[src/rtl/cla_seq_pkg.sv]
// cla_seq_pkg
// Shared definitions for the sequential carry-lookahead adder:
//   state_t  - controller state encoding (IDLE / RUN / DONE)
//   SLICE_W  - width of one arithmetic slice (one 4-bit CLA pass)
//   cnt_width() - slice counter width for a given slice count (minimum 1)
package cla_seq_pkg;

  typedef enum logic [1:0] {
    IDLE = 2'd0,
    RUN  = 2'd1,
    DONE = 2'd2
  } state_t;

  localparam int SLICE_W = 4;

  // ceil(log2(n)), never below 1 so a single-slice build still has a counter.
  function automatic int cnt_width(input int n);
    return (n > 1) ? $clog2(n) : 1;
  endfunction

endpackage

[src/rtl/cla_seq_adder_lookahead.sv]
// Look_a_head_carry
// Combinational 4-bit carry-lookahead adder.
// Ports:
//   a, b  - 4-bit addends
//   ci    - carry in
//   sum   - 4-bit sum
//   co    - carry out of bit 3
module Look_a_head_carry
  import cla_seq_pkg::*;
(
  input  logic [SLICE_W-1:0] a,
  input  logic [SLICE_W-1:0] b,
  input  logic               ci,
  output logic [SLICE_W-1:0] sum,
  output logic               co
);

  logic [SLICE_W-1:0] g;
  logic [SLICE_W-1:0] p;
  logic [SLICE_W:0]   c;

  assign g = a & b;
  assign p = a ^ b;

  // Every carry is a flat sum of products of generate/propagate terms,
  // so no carry depends on a lower carry.
  assign c[0] = ci;
  assign c[1] = g[0] | (p[0] & ci);
  assign c[2] = g[1] | (p[1] & g[0]) | (p[1] & p[0] & ci);
  assign c[3] = g[2] | (p[2] & g[1]) | (p[2] & p[1] & g[0])
              | (p[2] & p[1] & p[0] & ci);
  assign c[4] = g[3] | (p[3] & g[2]) | (p[3] & p[2] & g[1])
              | (p[3] & p[2] & p[1] & g[0])
              | (p[3] & p[2] & p[1] & p[0] & ci);

  generate
    for (genvar gi = 0; gi < SLICE_W; gi++) begin : g_sum
      assign sum[gi] = p[gi] ^ c[gi];
    end
  endgenerate

  assign co = c[SLICE_W];

endmodule

[src/rtl/cla_seq_adder.sv]
// cla_seq_adder
// Multi-cycle adder/subtractor that pushes a W = 4*NIBBLES bit operation
// through a single 4-bit carry-lookahead slice, one slice per clock.
// Ports:
//   clk, rst            - clock, asynchronous active-high reset
//   in_valid / in_ready - request handshake (accepted only in IDLE)
//   a, b                - W-bit operands
//   ci                  - carry in for add (ignored for subtract)
//   sub                 - 0: a+b+ci, 1: a-b
//   out_valid/out_ready - result handshake (result held in DONE)
//   sum, co, ovf        - result, final carry (1 = no borrow on subtract),
//                         signed overflow
module cla_seq_adder
  import cla_seq_pkg::*;
#(
  parameter int NIBBLES = 4
) (
  input  logic                   clk,
  input  logic                   rst,
  input  logic                   in_valid,
  output logic                   in_ready,
  input  logic [4*NIBBLES-1:0]   a,
  input  logic [4*NIBBLES-1:0]   b,
  input  logic                   ci,
  input  logic                   sub,
  output logic                   out_valid,
  input  logic                   out_ready,
  output logic [4*NIBBLES-1:0]   sum,
  output logic                   co,
  output logic                   ovf
);

  localparam int W  = SLICE_W * NIBBLES;
  localparam int CW = cnt_width(NIBBLES);
  localparam logic [CW-1:0] LAST = CW'(NIBBLES - 1);

  state_t          state_reg;
  logic [CW-1:0]   count_reg;
  logic            carry_reg;
  logic [W-1:0]    a_reg;
  logic [W-1:0]    b_reg;      // b already inverted for subtract
  logic [W-1:0]    sum_reg;
  logic            co_reg;
  logic            ovf_reg;
  logic            in_ready_reg;
  logic            out_valid_reg;

  logic [SLICE_W-1:0] a_slice;
  logic [SLICE_W-1:0] b_slice;
  logic [SLICE_W-1:0] slice_sum;
  logic               slice_co;

  // Counter-indexed operand slice selection feeding the one shared CLA.
  always_comb begin
    a_slice = '0;
    b_slice = '0;
    for (int i = 0; i < NIBBLES; i++) begin
      if (count_reg == CW'(i)) begin
        a_slice = a_reg[i*SLICE_W +: SLICE_W];
        b_slice = b_reg[i*SLICE_W +: SLICE_W];
      end
    end
  end

  Look_a_head_carry u_cla (
    .a   (a_slice),
    .b   (b_slice),
    .ci  (carry_reg),
    .sum (slice_sum),
    .co  (slice_co)
  );

  always_ff @(posedge clk or posedge rst) begin
    if (rst) begin
      state_reg     <= IDLE;
      count_reg     <= '0;
      carry_reg     <= 1'b0;
      a_reg         <= '0;
      b_reg         <= '0;
      sum_reg       <= '0;
      co_reg        <= 1'b0;
      ovf_reg       <= 1'b0;
      in_ready_reg  <= 1'b1;
      out_valid_reg <= 1'b0;
    end else begin
      case (state_reg)
        IDLE: begin
          if (in_valid) begin
            a_reg        <= a;
            // Subtract is a + ~b + 1: invert b here, seed the carry with 1.
            b_reg        <= sub ? ~b : b;
            carry_reg    <= sub ? 1'b1 : ci;
            count_reg    <= '0;
            sum_reg      <= '0;
            co_reg       <= 1'b0;
            ovf_reg      <= 1'b0;
            in_ready_reg <= 1'b0;
            state_reg    <= RUN;
          end
        end

        RUN: begin
          for (int i = 0; i < NIBBLES; i++) begin
            if (count_reg == CW'(i)) begin
              sum_reg[i*SLICE_W +: SLICE_W] <= slice_sum;
            end
          end
          carry_reg <= slice_co;
          if (count_reg == LAST) begin
            // Top slice: its MSB is sum[W-1], so overflow is known now.
            co_reg        <= slice_co;
            ovf_reg       <= (a_reg[W-1] == b_reg[W-1]) &&
                             (slice_sum[SLICE_W-1] != a_reg[W-1]);
            count_reg     <= '0;
            out_valid_reg <= 1'b1;
            state_reg     <= DONE;
          end else begin
            count_reg <= count_reg + 1'b1;
          end
        end

        DONE: begin
          if (out_ready) begin
            out_valid_reg <= 1'b0;
            in_ready_reg  <= 1'b1;
            state_reg     <= IDLE;
          end
        end

        default: begin
          out_valid_reg <= 1'b0;
          in_ready_reg  <= 1'b1;
          count_reg     <= '0;
          state_reg     <= IDLE;
        end
      endcase
    end
  end

  assign in_ready  = in_ready_reg;
  assign out_valid = out_valid_reg;
  assign sum       = sum_reg;
  assign co        = co_reg;
  assign ovf       = ovf_reg;

endmodule
[config.mk]
export PLATFORM = sky130hd
export DESIGN_NAME = cla_seq_adder
export DESIGN_NICKNAME = d
export VERILOG_FILES = /design/src/rtl/cla_seq_pkg.sv /design/src/rtl/cla_seq_adder_lookahead.sv /design/src/rtl/cla_seq_adder.sv
export SDC_FILE = /design/constraint.sdc
export NUM_CORES = 1
export LEC_CHECK = 0
export BUFFER_PORTS_ARGS = -buffer_cell sky130_fd_sc_hd__buf_2
export CAP_MARGIN = 20
export CORE_UTILIZATION = 49
export CTS_CLUSTER_DIAMETER = 50
export DETAILED_ROUTE_END_ITERATION = 10
export PLACE_DENSITY_LB_ADDON = 0.12
export SETUP_SLACK_MARGIN = 0.15
export SLEW_MARGIN = 20
export SYNTH_ARGS = -nofsm -noshare
export SYNTH_HDL_FRONTEND = slang
export SYNTH_SLANG_ARGS = --single-unit
[constraint.sdc]
create_clock -name clk -period 2.71 [get_ports clk]
set_input_delay 0.1355 -clock clk [delete_from_list [all_inputs] [get_ports clk]]
set_output_delay 0.1355 -clock clk [all_outputs]
set_load 0.01 [all_outputs]
# Yosys cells after proc, flatten, opt, wreduce, memory -nomap -nowiden
# Cells that the tools add are included.
# classes
reduce_logical	14
n_bitwise	36
n_eq_ne	13
n_mux	35
add_sub_neg	1
# ops
operator	count
$mux 4	12
$mux 16	2
$pmux 16 s2	1
$reduce_and 3->1	7
$and 1x1->1	16
$not 16->16	1
$ne 2x2->1 const B	6
$pmux 2 s3	2
$mux 2	5
$or 1x1->1	10
$mux 1	8
$eq 2x2->1 const B	3
$pmux 1 s2	3
$pmux 1 s3	2
$reduce_and 2->1	3
$and 4x4->4	1
$eq 2x1->1 const B	2
$logic_not 2->1	2
$xor 1x1->1	4
$xor 4x4->4	1
$not 1->1	3
$add 2x1->2 const B	1
$reduce_bool 2->1	1
$eq 1x1->1	1
2 further kinds	2
# word_totals
word_cells	112
register_bits	57

# Logic depth before layout (Yosys ltp)
# logic_depth
depth_word	15
mapped_depth	12
ltp_nobuf	11

# Cells and area by module
# A second synthesis with hierarchy kept.
# unflattened
hier_cells	291
hier_area_um2	2952.8
# by_module_without_submodules
mod	cells_per_inst	area_each_um2	instances
cla_seq_adder	271	2782.7	1
Look_a_head_carry	20	170.2	1

# Worst setup path before layout
# OpenSTA, ideal clock, no wires.
# synth_timing
path_type	reg-to-reg
from	reg count_reg[0]
to	reg ovf_reg, in the netlist ovf
period_less_slack_ps	2612
t_required_ps	2641
setup_ps	69
setup_slack_ps	98
n_path_buf	2
arrival_time_ps	2543
stages_incl_launch_ff	12
cell_sequence	dfrtp_1 -> inv_1 -> ha_1 -> clkbuf_1 -> buf_2 -> a21oi_1 -> o21ai_0 -> ha_1 -> a211oi_1 -> o21ai_0 -> a311o_1 -> nand3_1
# synth_via
elab_chain_cells	15
word_cells_on_any_way	29
classes_between	5 x eq/ne; 10 x mux; 11 x bitwise; 3 x reduce/logical
# synth_rtl
element	line_no	text
from (decl)	cla_seq_adder.sv:38	logic [CW-1:0] count_reg;
from (signal assigned)	cla_seq_adder.sv:118	count_reg <= count_reg + 1'b1;
$logic_not 2->1	cla_seq_adder.sv:58	if (count_reg == CW'(i)) begin
$mux 4 (4 in series)	cla_seq_adder.sv:58	
$xor 4x4->4 or $and 4x4->4 (tied branches)	cla_seq_adder_lookahead.sv:23, cla_seq_adder_lookahead.sv:22	
$and 1x1->1, on equally long branches	cla_seq_adder_lookahead.sv:30, cla_seq_adder_lookahead.sv:31	
$or 1x1->1 (tied with other cells)	cla_seq_adder_lookahead.sv:30	assign c[3] = g[2] | (p[2] & g[1]) | (p[2] & p[1] & g[0])
$or 1x1->1 or $and 1x1->1 (tied branches)	cla_seq_adder_lookahead.sv:30, cla_seq_adder_lookahead.sv:31	
$or 1x1->1	cla_seq_adder_lookahead.sv:31	| (p[2] & p[1] & p[0] & ci);
$xor 1x1->1	cla_seq_adder_lookahead.sv:38	assign sum[gi] = p[gi] ^ c[gi];
$ne 1x1->1	cla_seq_adder.sv:113	(slice_sum[SLICE_W-1] != a_reg[W-1]);
$logic_and 1x1->1	cla_seq_adder.sv:112	ovf_reg <= (a_reg[W-1] == b_reg[W-1]) &&
$mux 1	cla_seq_adder.sv:109	if (count_reg == LAST) begin
$pmux 1 s2	cla_seq_adder.sv:86	case (state_reg)
to (signal assigned)	cla_seq_adder.sv:112	
to (decl)	cla_seq_adder.sv:44	logic ovf_reg;
# Parallel ways exist; a longest one is shown, timed or not. The select of a mux whose other input is x is not followed.
# A chain may end at the register's enable or synchronous reset.

# Final worst setup path
# layout_timing
from	reg count_reg[0]
to	reg sum_reg[10], in the netlist sum[10]
# layout_via
elab_chain_cells	12
word_cells_on_any_way	24
classes_between	4 x eq/ne; 10 x mux; 8 x bitwise; 2 x reduce/logical
# layout_rtl
element	line_no	text
$logic_not 2->1	cla_seq_adder.sv:58	
$mux 4 (4 in series)	cla_seq_adder.sv:58	
$xor 4x4->4 or $and 4x4->4 (tied branches)	cla_seq_adder_lookahead.sv:23, cla_seq_adder_lookahead.sv:22	
$and 1x1->1	cla_seq_adder_lookahead.sv:29	assign c[2] = g[1] | (p[1] & g[0]) | (p[1] & p[0] & ci);
$or 1x1->1 or $and 1x1->1 (tied branches)	cla_seq_adder_lookahead.sv:29	
$or 1x1->1	cla_seq_adder_lookahead.sv:29	
$xor 1x1->1	cla_seq_adder_lookahead.sv:38	
$mux 4	cla_seq_adder.sv:104	if (count_reg == CW'(i)) begin
$pmux 16 s2	cla_seq_adder.sv:86	
to (signal, indexed assignment)	cla_seq_adder.sv:105	sum_reg[i*SLICE_W +: SLICE_W] <= slice_sum;
to (decl)	cla_seq_adder.sv:42	logic [W-1:0] sum_reg;
# Parallel ways exist; a longest one is shown, timed or not. The select of a mux whose other input is x is not followed.

==> impl_results.md <==
* RePlAce Congestion at 0.8088
* Synth top area cells: dfrtp_1, mux2_2, a21oi_1, nand2_1, xnor2_1
* Crit Path Class: reg -> reg
* Drt drc at 0
* Tmin final at 2.459 ns
* Pwr/cell area at 1428 nW/µm²
* Final nets at 395
* Die Wd at 77.95 µm
* Worst min-delay path class: in -> async
* Worst-case clock skew at 0.006975 ns
* Vias at 2,221
* Worst Path Max Fanout at 6
* Post-placement cell count at 406
* Row count at 27
* Reg2Reg Depth at 11
* Ys flop type: dfrtp_1
* P_int at 3.008 mW
* Clk_lat worst skew at 0.33 ns
* Leakage at 1.612 nW
* Flop pwr share at 0.306
* Mapped Cells at 277
* Routed wire per std cell at 14.44 µm
* Yosys top cell by area: dfrtp_1
* Synthesized area at 2826 µm²
* DIE AREA at 6076 µm²
* DRT iter0 DRCs at 123
* IO buf count at 57
* Yosys top cell area share at 0.4958
* Clock Power Share at 0.167
* I/O pin cnt at 58
* Clock slew at reported path FFs at 0.06 ns
* Status: finished, final reports clean
* Max-capacitance violation count at 0
* Slew @ Worst Pin at 0.7157 ns
* Design Power at 5.043 mW
* Synth warnings at 0
* FF+latch count, synth at 57
* Pins Over Slew Limit at 0
* Layout cell share with drive strength beyond 1 at 0.3551
* Initial core utilization at 0.5102
* Critical Path Start Type: flop
* Critical Path End Type: flop
* Clock root buffer: clkbuf_8
* Detailed Place HPWL at 4.357 mm
* Worst path cell trace: inv_2 -> ha_4 -> nand3b_1 -> a21oi_1 -> a21oi_1 -> o21ai_1 -> ha_1 -> a21o_1 -> a211oi_4 -> nor3_4 -> mux2_2
* Logic pwr share at 0.527
* Worst slew margin at 0.5229
* Non-Filler Instances at 424
* Vias per Instance at 5.238
* Final WL at 6.121 mm
* Core footprint at 5540 µm²
* Req. time, crit path at 2.92 ns
* Hold Vio Cnt, Final at 0
* H-tree levels at 3
* # diodes at 0
* Initial antenna violation count at 0
* Drt first pass iters at 4
* Largest stage delay, worst path at 0.44 ns
* TritonCTS clock tree: yes
* Sw Ratio at 0.4036
* Total CTS buffers at 9
* Mapped Avg Cell Area at 10.20 µm²
* Post-DP Area at 3218 µm²
* Distinct cells, synth at 33
* Final antenna-violating net count at 0
* GRT overflow at 0
* Setup Viol. Count Final at 0
* Register area share after synthesis at 0.5051
* Design area at 3532 µm²
* Max IR drop VDD at 0.6590 mV
* Period utilization at 0.9072
* Num Clock Sinks at 57
* Critical path's most frequent cell: a21oi_1
* Pin count of the biggest net entering global routing at 58
* Syn Nets at 324
* Die H at 77.95 µm
* Arrival time worst endpoint at 2.67 ns
* Most instantiated library cell after synthesis: dfrtp_1
* First-pass GRT wire length at 10.21 mm
* Fmax at 406.7 MHz
* Max clock buf depth at 2
* GR Util All Layers at 0.2211
* Post-synth top cells: dfrtp_1, nand2_1, a21oi_1, o21ai_0, nor2_1
* Worst Hold Margin at 0.002026 ns
* Number of global-route vias before repair at 2,178
* Unrepaired setup endpoints after global routing: true
* Number of flops mapped to enable cells by yosys at 0
* Async SR Flop Fraction at 1.000
* Psw at 2.035 mW
* Area Overhead vs Synth at 24.97%
* CP max stage cell: dfrtp_2
-- power by group through the flow --
stage          clock, mW  sequential, mW  combinational [mW]
2_1_floorplan          0            1.52                1.62
5_1_grt            0.897            1.60                2.98
3_3_place_gp           0            1.55                2.29
3_5_place_dp           0            1.55                2.35
6_report           0.840            1.54                2.66
4_1_cts            0.852            1.54                2.46
-- cells in the final DEF, fill, tap and decap left out, types with 2 or more instances in the layout --
cell	netlist	routed
a21oi_1	35	35
dfrtp_1	56	55
inv_1	6	3
buf_2	5	58
inv_2	0	3
nand2_1	38	38
a21o_1	2	2
nor2_1	23	23
nand4_1	3	3
o21ai_0	25	17
ha_4	0	4
o211ai_1	2	2
mux2_2	20	20
nand3b_1	9	9
ha_1	8	4
buf_4	5	17
xnor2_1	16	16
clkbuf_8	0	13
a32o_1	2	2
o21ai_1	0	8
-- worst max-delay path, delay by kind of cell (launching register included) --
family                     cells  cell delay (ns)
and+or+nand+nor                2             0.17
AOI/OAI and AO/OA              5             0.89
muxes                          1             0.26
adders and majority gates      2             0.47
buffers and inverters          1             0.12
DFF                            1             0.44
-- kinds of logic after synthesis --
family / count (synthesis) / synth area share
buffers and inverters: 21 / 0.04205
AND/OR/NAND/NOR: 80 / 0.1310
AO/OA/AOI/OAI: 73 / 0.1470
adder cells (fa/ha/maj): 9 / 0.04250
flip-flops: 57 / 0.5051
XOR/XNOR: 17 / 0.05268
multiplexers: 20 / 0.07968
-- metrics by stage --
stage | util | setup TNS, ns | setup WS [ns]
4_1_cts | 0.6290 | 0 | 0.1579
2_1_floorplan | - | 0 | 0.2011
5_1_grt | 0.6375 | 0 | 0.1328
6_report | 0.6375 | 0 | 0.2514
3_5_place_dp | 0.5808 | -0.9724 | -0.2215
3_3_place_gp | 0.5808 | -0.4693 | -0.1189
-- cell type report --
class	count	area, µm²
clock buffers	13	178.9
flip-flops and latches	57	1429
inverters	6	22.52
multi-input cells	199	1359
repair buffers	75	417.9
well taps	72	90.09
clock inverters	2	35.03
fillers	494	2008
-- timing repair --
action	in CTS	in global routing
resized for setup	10	16
setup endpoints to repair	14	10
hold buffers	0	0
buffers inserted	1	2
pin swaps	0	3
-- metal layers --
layer | track usage | up-vias | wire length [µm]
li1 | - | 1094 | -
met1 | 0.2661 | 1063 | 2687
met2 | 0.3850 | 51 | 3072
met3 | 0.04353 | 13 | 223
met4 | 0.09444 | 0 | 138
met5 | 0 | - | 0
-- final timing paths --
path,from,endpoint,slack [ns]
max in group asynchronous,rst,count_reg[0],2.20
worst max register to register,count_reg[0],sum[10],0.25
min in group clk,a[5],a_reg[5],0.03
worst min-delay path,rst,sum[4],0.002
worst min register to register,in_ready,in_ready,0.46
worst max-delay path,count_reg[0],sum[10],0.25
No activity file was read; power rests on OpenSTA's default activity.
